==> config.mk <==
export PLATFORM = sky130hd
export DESIGN_NAME = dram_arbiter
export DESIGN_NICKNAME = d
export VERILOG_FILES = /design/src/rtl/dram_arbiter.sv
export SDC_FILE = /design/constraint.sdc
export NUM_CORES = 2
export LEC_CHECK = 0
export ABC_AREA = 1
export CORE_AREA = 2 2 763 765
export DETAILED_ROUTE_END_ITERATION = 16
export DIE_AREA = 0 0 765 767
export PLACE_DENSITY_LB_ADDON = 0.15
export REMOVE_ABC_BUFFERS = 1
export SYNTH_ARGS = -nofsm -noshare
export SYNTH_HDL_FRONTEND = slang
export SYNTH_SLANG_ARGS = --single-unit
==> constraint.sdc <==
create_clock -name clk -period 4.2 [get_ports clk]
set_clock_uncertainty 0.15 [all_clocks]
set_input_delay 0.63 -clock clk [delete_from_list [all_inputs] [get_ports clk]]
set_output_delay 0.63 -clock clk [all_outputs]
set_load 0.03 [all_outputs]
==> src/rtl/dram_arbiter.sv <==
// rtl/dram_arbiter.sv - round-robin arbiter granting one of two requesters a DRAM port group
// Drives the captured request until every enabled lane has returned or the timeout expires.
module dram_arbiter #(
  parameter int LANES   = 8,
  parameter int TIMEOUT = 64
) (
  input  logic                  clk,
  input  logic                  reset,
  input  logic [1:0]            req,
  input  logic [2*LANES-1:0]    req_en,
  input  logic [1:0]            req_rdwr,
  input  logic [2*LANES*64-1:0] req_addr,
  input  logic [2*LANES*8-1:0]  req_wdata,
  output logic [1:0]            gnt,
  output logic [1:0]            done,
  output logic [1:0]            err,
  output logic [2*LANES-1:0]    rvalid,
  output logic [2*LANES*8-1:0]  rdata,
  output logic [LANES-1:0]      dram_en,
  output logic                  dram_rdwr,
  output logic [LANES*64-1:0]   dram_addr,
  output logic [LANES*8-1:0]    dram_wdata,
  input  logic [LANES*8-1:0]    dram_data,
  input  logic [LANES-1:0]      dram_valid
);
  localparam int CW = $clog2(TIMEOUT + 1);

  typedef enum logic [1:0] {IDLE, BUSY, DONE} state_t;

  state_t              state;
  logic                owner;
  logic                last_grant;
  logic [LANES-1:0]    en_q;
  logic                rdwr_q;
  logic [LANES*64-1:0] addr_q;
  logic [LANES*8-1:0]  wdata_q;
  logic [LANES-1:0]    seen;
  logic [CW-1:0]       cnt;

  logic             sel;
  logic             busy;
  logic             complete;
  logic [LANES-1:0] hit;
  logic [1:0]       owner_oh;

  // On a tie the requester that did not win last time goes first.
  assign sel      = (req == 2'b11) ? ~last_grant : req[1];
  assign busy     = (state == BUSY);
  assign hit      = dram_valid & en_q;
  assign complete = ((seen | hit) == en_q);
  assign owner_oh = owner ? 2'b10 : 2'b01;

  always_ff @(posedge clk) begin
    if (!reset) begin
      state      <= IDLE;
      owner      <= 1'b0;
      last_grant <= 1'b1;
      en_q       <= '0;
      rdwr_q     <= 1'b0;
      addr_q     <= '0;
      wdata_q    <= '0;
      seen       <= '0;
      cnt        <= '0;
      gnt        <= 2'b00;
      done       <= 2'b00;
      err        <= 2'b00;
    end else begin
      gnt  <= 2'b00;
      done <= 2'b00;
      err  <= 2'b00;
      case (state)
        IDLE: begin
          if (|req) begin
            state      <= BUSY;
            owner      <= sel;
            last_grant <= sel;
            en_q       <= sel ? req_en[LANES +: LANES] : req_en[0 +: LANES];
            rdwr_q     <= req_rdwr[sel];
            addr_q     <= sel ? req_addr[LANES*64 +: LANES*64] : req_addr[0 +: LANES*64];
            wdata_q    <= sel ? req_wdata[LANES*8 +: LANES*8] : req_wdata[0 +: LANES*8];
            seen       <= '0;
            cnt        <= '0;
            gnt        <= sel ? 2'b10 : 2'b01;
          end
        end
        BUSY: begin
          seen <= seen | hit;
          cnt  <= cnt + CW'(1);
          // A lane set finishing on the last allowed cycle is still a success.
          if (complete) begin
            state <= DONE;
            done  <= owner_oh;
          end else if (cnt == CW'(TIMEOUT - 1)) begin
            state <= DONE;
            done  <= owner_oh;
            err   <= owner_oh;
          end
        end
        DONE:    state <= IDLE;
        default: state <= IDLE;
      endcase
    end
  end

  always_comb begin
    dram_en    = '0;
    dram_rdwr  = 1'b0;
    dram_addr  = '0;
    dram_wdata = '0;
    rvalid     = '0;
    rdata      = '0;
    if (busy) begin
      dram_en    = en_q;
      dram_rdwr  = rdwr_q;
      dram_addr  = addr_q;
      dram_wdata = wdata_q;
      if (owner) begin
        rvalid[LANES +: LANES]     = hit;
        rdata[LANES*8 +: LANES*8]  = dram_data;
      end else begin
        rvalid[0 +: LANES]         = hit;
        rdata[0 +: LANES*8]        = dram_data;
      end
    end
  end

endmodule

-- Word-level counts from Yosys, hierarchy flattened
Cells that the tools add are included.
- add/subtract/negate cells: 1
- order comparisons: 1
- equal/unequal tests: 6
- muxes and demuxes: 28
- bitwise logic cells: 5
- reduce and logical (&&, ||, !) cells: 9
- operators with widths (kind ; count):
    $mux 512 ; 2
    $mux 64 ; 4
    $mux 128 ; 1
    $mux 8 ; 5
    $mux 16 ; 1
    $pmux 8 s2 ; 1
    $mux 2 ; 7
    $pmux 7 s2 ; 1
    $and 8x8->8 ; 1
    $eq 8x8->1 ; 1
    $or 8x8->8 ; 1
    $reduce_and 2->1 ; 4
    $add 7x1->7 const B ; 1
    $eq 7x6->1 const B ; 1
    $mux 7 ; 1
    $mux 1 ; 4
    $pmux 2 s2 ; 1
    $ne 3x1->1 const B ; 1
    $not 1->1 ; 3
    $reduce_and 3->1 ; 1
    $reduce_or 3->1 ; 1
    $eq 2x1->1 const B ; 1
    $eq 2x2->1 const B ; 1
    $logic_not 2->1 ; 1
    4 further kinds ; 4
- bits in registers: 610
- bits of input ports: 1246
- output and inout bits: 735
- word-level logic and storage cells: 62

-- Longest topological paths before layout
- depth in word-level cells: 5
- mapped depth: 10
- mapped depth without buffers: 10

-- Least setup slack after synthesis
Ideal clock, no wire load.
- path kind: reg2out
- from: register state[0]
- to: output port dram_addr[0]
- arrival: 1.576 ns
- data required time: 3.420 ns
- path slack: 1.844 ns
- cell stages (with the launch flop): 8
- path through: dfxtp_1 > inv_1 > nor2_2 > inv_1 > buf_2 > clkbuf_1 > buf_2 > nor2_1
- longest elaborated chain between the ends: 2
- ends and longest elaborated chain (item ; RTL line ; source):
    from (decl) ; 30 ; state_t state;
    from (signal assigned) ; 55 ; state <= IDLE;
    from (signal assigned) ; 74 ; state <= BUSY;
    from (signal assigned) ; 91 ; state <= DONE;
    $eq 2x1->1 ; 48 ; assign busy = (state == BUSY);
    $mux 512 ; 112 ; if (busy) begin
    to (decl) ; 21 ; output logic [LANES*64-1:0] dram_addr,
Every way passes these cells.

-- Worst setup path after layout
- from: register state[0]
- to: output port rdata[46]
- longest elaborated chain between the ends: 2
- ends and longest elaborated chain (item ; RTL line ; source):
    $eq 2x1->1 ; 48 ;
    $mux 128 ; 112 ;
    to (decl) ; 18 ; output logic [2*LANES*8-1:0] rdata,
Every way passes these cells.

==> summary.md <==
| Metric | Value |
|---|---|
| Placed cell area | 0.06034 mm^2 |
| Synth area leaders | dfxtp_1 (39%), nand2_1 (15%), a31oi_1 (11%), nor2_1 (9.0%), o21ai_0 (9.0%) |
| VDD IR max | 0.3065 mV |
| Met3 wire length | 48.94 mm |
| Slew margin rel. | 0.3640 |
| DRT Wirelength | 396.0 mm |
| FF+latch count, synth | 610 |
| Remaining Overflow, GRT | 0 |
| Highest net fanout along the worst path | 24 |
| Hold Path Stages | 3 |
| Total power draw | 0.03221 W |
| NetSw | 0.01455 W |
| First-pass GRT wire length | 487.3 mm |
| Post-DP HPWL | 338.2 mm |
| Post-CTS Setup Repair Bufs | 0 |
| Worst slew pin tran | 0.9540 ns |
| GRT Total Usage | 0.1289 |
| Initial Util | 0.05341 |
| CTS buffer count | 105 |
| Core area | 0.5791 mm^2 |
| Post-route ant nets | 0 |
| TritonCTS clock tree | built |
| Post-synth ARST share | 0 |
| Leak | 22.46 nW |
| Hold/Removal Path Class | input pin to register |
| Hold Path Sink | addr_q[126]$_SDFFE_PN0P_ |
| Cell count after synthesis | 4827 |
| Via count | 41490 |
| Final Max Tran Viols | 0 |
| Die height | 767 um |
| Final WS setup | 0.1834 ns |
| Pwr Density | 504.6 mW/mm^2 |
| Largest net degree at the start of global routing | 182 |
| Setup CP Type | register to output pin |
| Antenna violations before repair | 364 |
| Area of the mapped netlist | 0.03093 mm^2 |
| Gate power share | 0.466 |
| Fmax | 249.0 MHz |
| Crit end category | output pin |
| Run status | finished clean |
| DR vias/cell | 2.853 |
| WP data arrival | 3.24 ns |
| WL met1 | 149.2 mm |
| Fillcell total | 67880 |
| Post-synth top area share | 0.3948 |
| Setup violations, final | 0 |
| Top Layer Used | met5 |
| Reg-to-Reg Start | state[1]$_SDFFE_PN0P_ |
| Min-delay src | req_addr[638] |
| Commonest cells post-synth | nand2_1 (1219), nor2_1 (742), inv_1 (674) |
| RSZ-0062 raised after global routing | no |
| Data required time of the critical path | 3.42 ns |
| Path depth of the worst reg2reg path | 6 |
| Reg-to-reg slack, setup | 1.72 ns |
| Row cnt | 280 |
| Switch share | 0.4518 |
| Final Hold Viols | 0 |
| Count leader, synth | nand2_1 |
| Vias in the first global route | 41460 |
| Post-Syn Area per Cell | 6.408 um^2 |
| Seq/Total Area, Yosys | 0.3948 |
| Final core occ | 0.1102 |
| Top FF cell, synth | dfxtp_1 |
| CTS root buf | clkbuf_16 |
| Setup_tns | 0 ns |
| 1st-pass router iterations | 5 |
| P_int | 0.01766 W |
| Clock transition at path regs | 0.06 ns |
| Number of DRC markers in iteration 0 | 2241 |
| Layout cells sized above 1 | 0.06257 |
| Clock buffer depth | 4 |
| Final net count | 7896 |
| Sequential share of power | 0.256 |
| Area added between synthesis and finish | 106.4% |
| Post-layout minimum cycle time | 4.017 ns |
| Yosys top cell by area | dfxtp_1 |
| Worst setup SP type | register |
| Clock Sinks | 610 |
| Reg-to-reg endpoint | wdata_q[46]$_SDFFE_PN0P_ |
| Syn. warnings | 0 |
| Setup WS pre-CTS | 0.1365 ns |
| Clk_lat worst skew | 0.85 ns |
| Clock network fraction of total power | 0.279 |
| GP Congestion | 0.8248 |
| DR WL/cell | 27.24 um |
| Routed wl met2 | 187.1 mm |
| I/O Pins | 1981 |
| Max-cap violations | 0 |
| Full die area | 0.5868 mm^2 |
| Design area | 0.06384 mm^2 |
| Netlist cell types | 28 |
| DRC | 0 |
| Die W | 765 um |
| Final Cycle Share | 0.9563 |
| Post-synth EDFFs | 0 |
| H-Tree Depth | 3 |
| I/O Buffers | 1980 |
## per-layer routing
metal	global-route usage	vias to the layer above
met5	0	-
met4	0.02862	228
met3	0.06609	654
met2	0.2193	2013
met1	0.1423	19490
li1	-	19110
## logic make-up after synthesis
group                      count (synthesis)  share of synthesized area
buffers and inverters                   1073                     0.1481
AOI/OAI and AO/OA                       1166                     0.2151
adders and majority gates                  1                  0.0004044
and+or+nand+nor                         1977                     0.2416
DFF                                      610                     0.3948
## per-stage QoR
stage | hold WS (ns) | std cells
3_3_place_gp | 0.3204 | 14300
3_5_place_dp | 0.3127 | 14300
5_1_grt | 0.09063 | 14500
4_1_cts | 0.007752 | 14480
6_report | 0.1648 | 14540
2_1_floorplan | 0.2761 | 4431
## critical path: stages, from the launching register on
cell and delay, ns:
dfxtp_1 0.30, inv_1 0.08, nor2_4 0.26, nand2_4 0.33, buf_4 0.28, nor2_1 0.09, clkdlybuf4s50_1 1.00
## sequential cells by signal, indices dropped and copies added, names as in the netlist
register,flops
seen,8
owner,1
last_grant,1
done,2
addr_q,512
wdata_q,64
err,2
cnt,7
rdwr_q,1
en_q,8
gnt,2
state,2
## what timing repair did
| item | 4_1_cts | 5_1_grt |
|---|---|---|
| setup endpoints to repair | 182 | 2 |
| hold endpoints to repair | 29 | 0 |
| resized for setup | 6 | 2 |
| hold buffers | 2 | 0 |
## layout make-up
class / instances / area, um^2 / area share
antenna: 58 / 145.1 / 0.002274
tap: 7755 / 9703 / 0.1520
clock buffer: 162 / 3063 / 0.04798
sequential: 610 / 12210 / 0.1913
multi-input combinational: 3144 / 14170 / 0.2219
inverter: 677 / 2582 / 0.04045
clock inverter: 24 / 247.7 / 0.003881
timing repair buffer: 2111 / 21720 / 0.3402
## power groups by stage
stage	Sequential, W	Clock, W	Combinational (W)
after detailed placement	0.00836	0	0.0154
final	0.00823	0.00899	0.0150
after floorplan	0.00755	0	0.00544
after global routing	0.00843	0.00958	0.0162
after CTS	0.00827	0.00952	0.0155
after global placement	0.00841	0	0.0155
## worst max path at each step
| stage | startpoint | endpoint | slack (ns) | cells after the start |
|---|---|---|---|---|
| global route | state[0]$_SDFFE_PN0P_ | dram_addr[369] | 0.02 | 7 |
| finish | state[0]$_SDFFE_PN0P_ | rdata[46] | 0.18 | 6 |
| CTS | state[0]$_SDFFE_PN0P_ | dram_addr[468] | 0.02 | 7 |
| floorplan | req[0] | addr_q[0]$_SDFFE_PN0P_ | -19.26 | 5 |
| detailed placement | req[1] | addr_q[479]$_SDFFE_PN0P_ | 0.14 | 11 |
| global placement | req[1] | addr_q[479]$_SDFFE_PN0P_ | 0.12 | 11 |
## cell usage in the layout, fill, tap and decap left out, types with 2 or more instances in the layout
| cell type | instances |
|---|---|
| a31oi_1 | 548 |
| dlygate4sd3_1 | 2 |
| dfxtp_1 | 610 |
| clkbuf_1 | 36 |
| clkinv_4 | 3 |
| clkinvlp_4 | 3 |
| clkdlybuf4s50_1 | 1850 |
| buf_8 | 3 |
| nand2_4 | 4 |
| dlymetal6s2s_1 | 2 |
| o32ai_1 | 7 |
| nand2_1 | 1215 |
| inv_2 | 2 |
| clkbuf_16 | 106 |
| nor2_4 | 2 |
| a21oi_1 | 14 |
| nand3_1 | 8 |
| buf_4 | 157 |
| clkinv_2 | 11 |
| nand4_1 | 2 |
| nor2_1 | 742 |
| buf_12 | 96 |
| clkbuf_8 | 20 |
| o21ai_0 | 556 |
| bufinv_16 | 3 |
| o211ai_1 | 37 |
| diode_2 | 58 |
| inv_6 | 2 |
| inv_8 | 2 |
| inv_1 | 672 |
(Power assumes the default switching activity.)
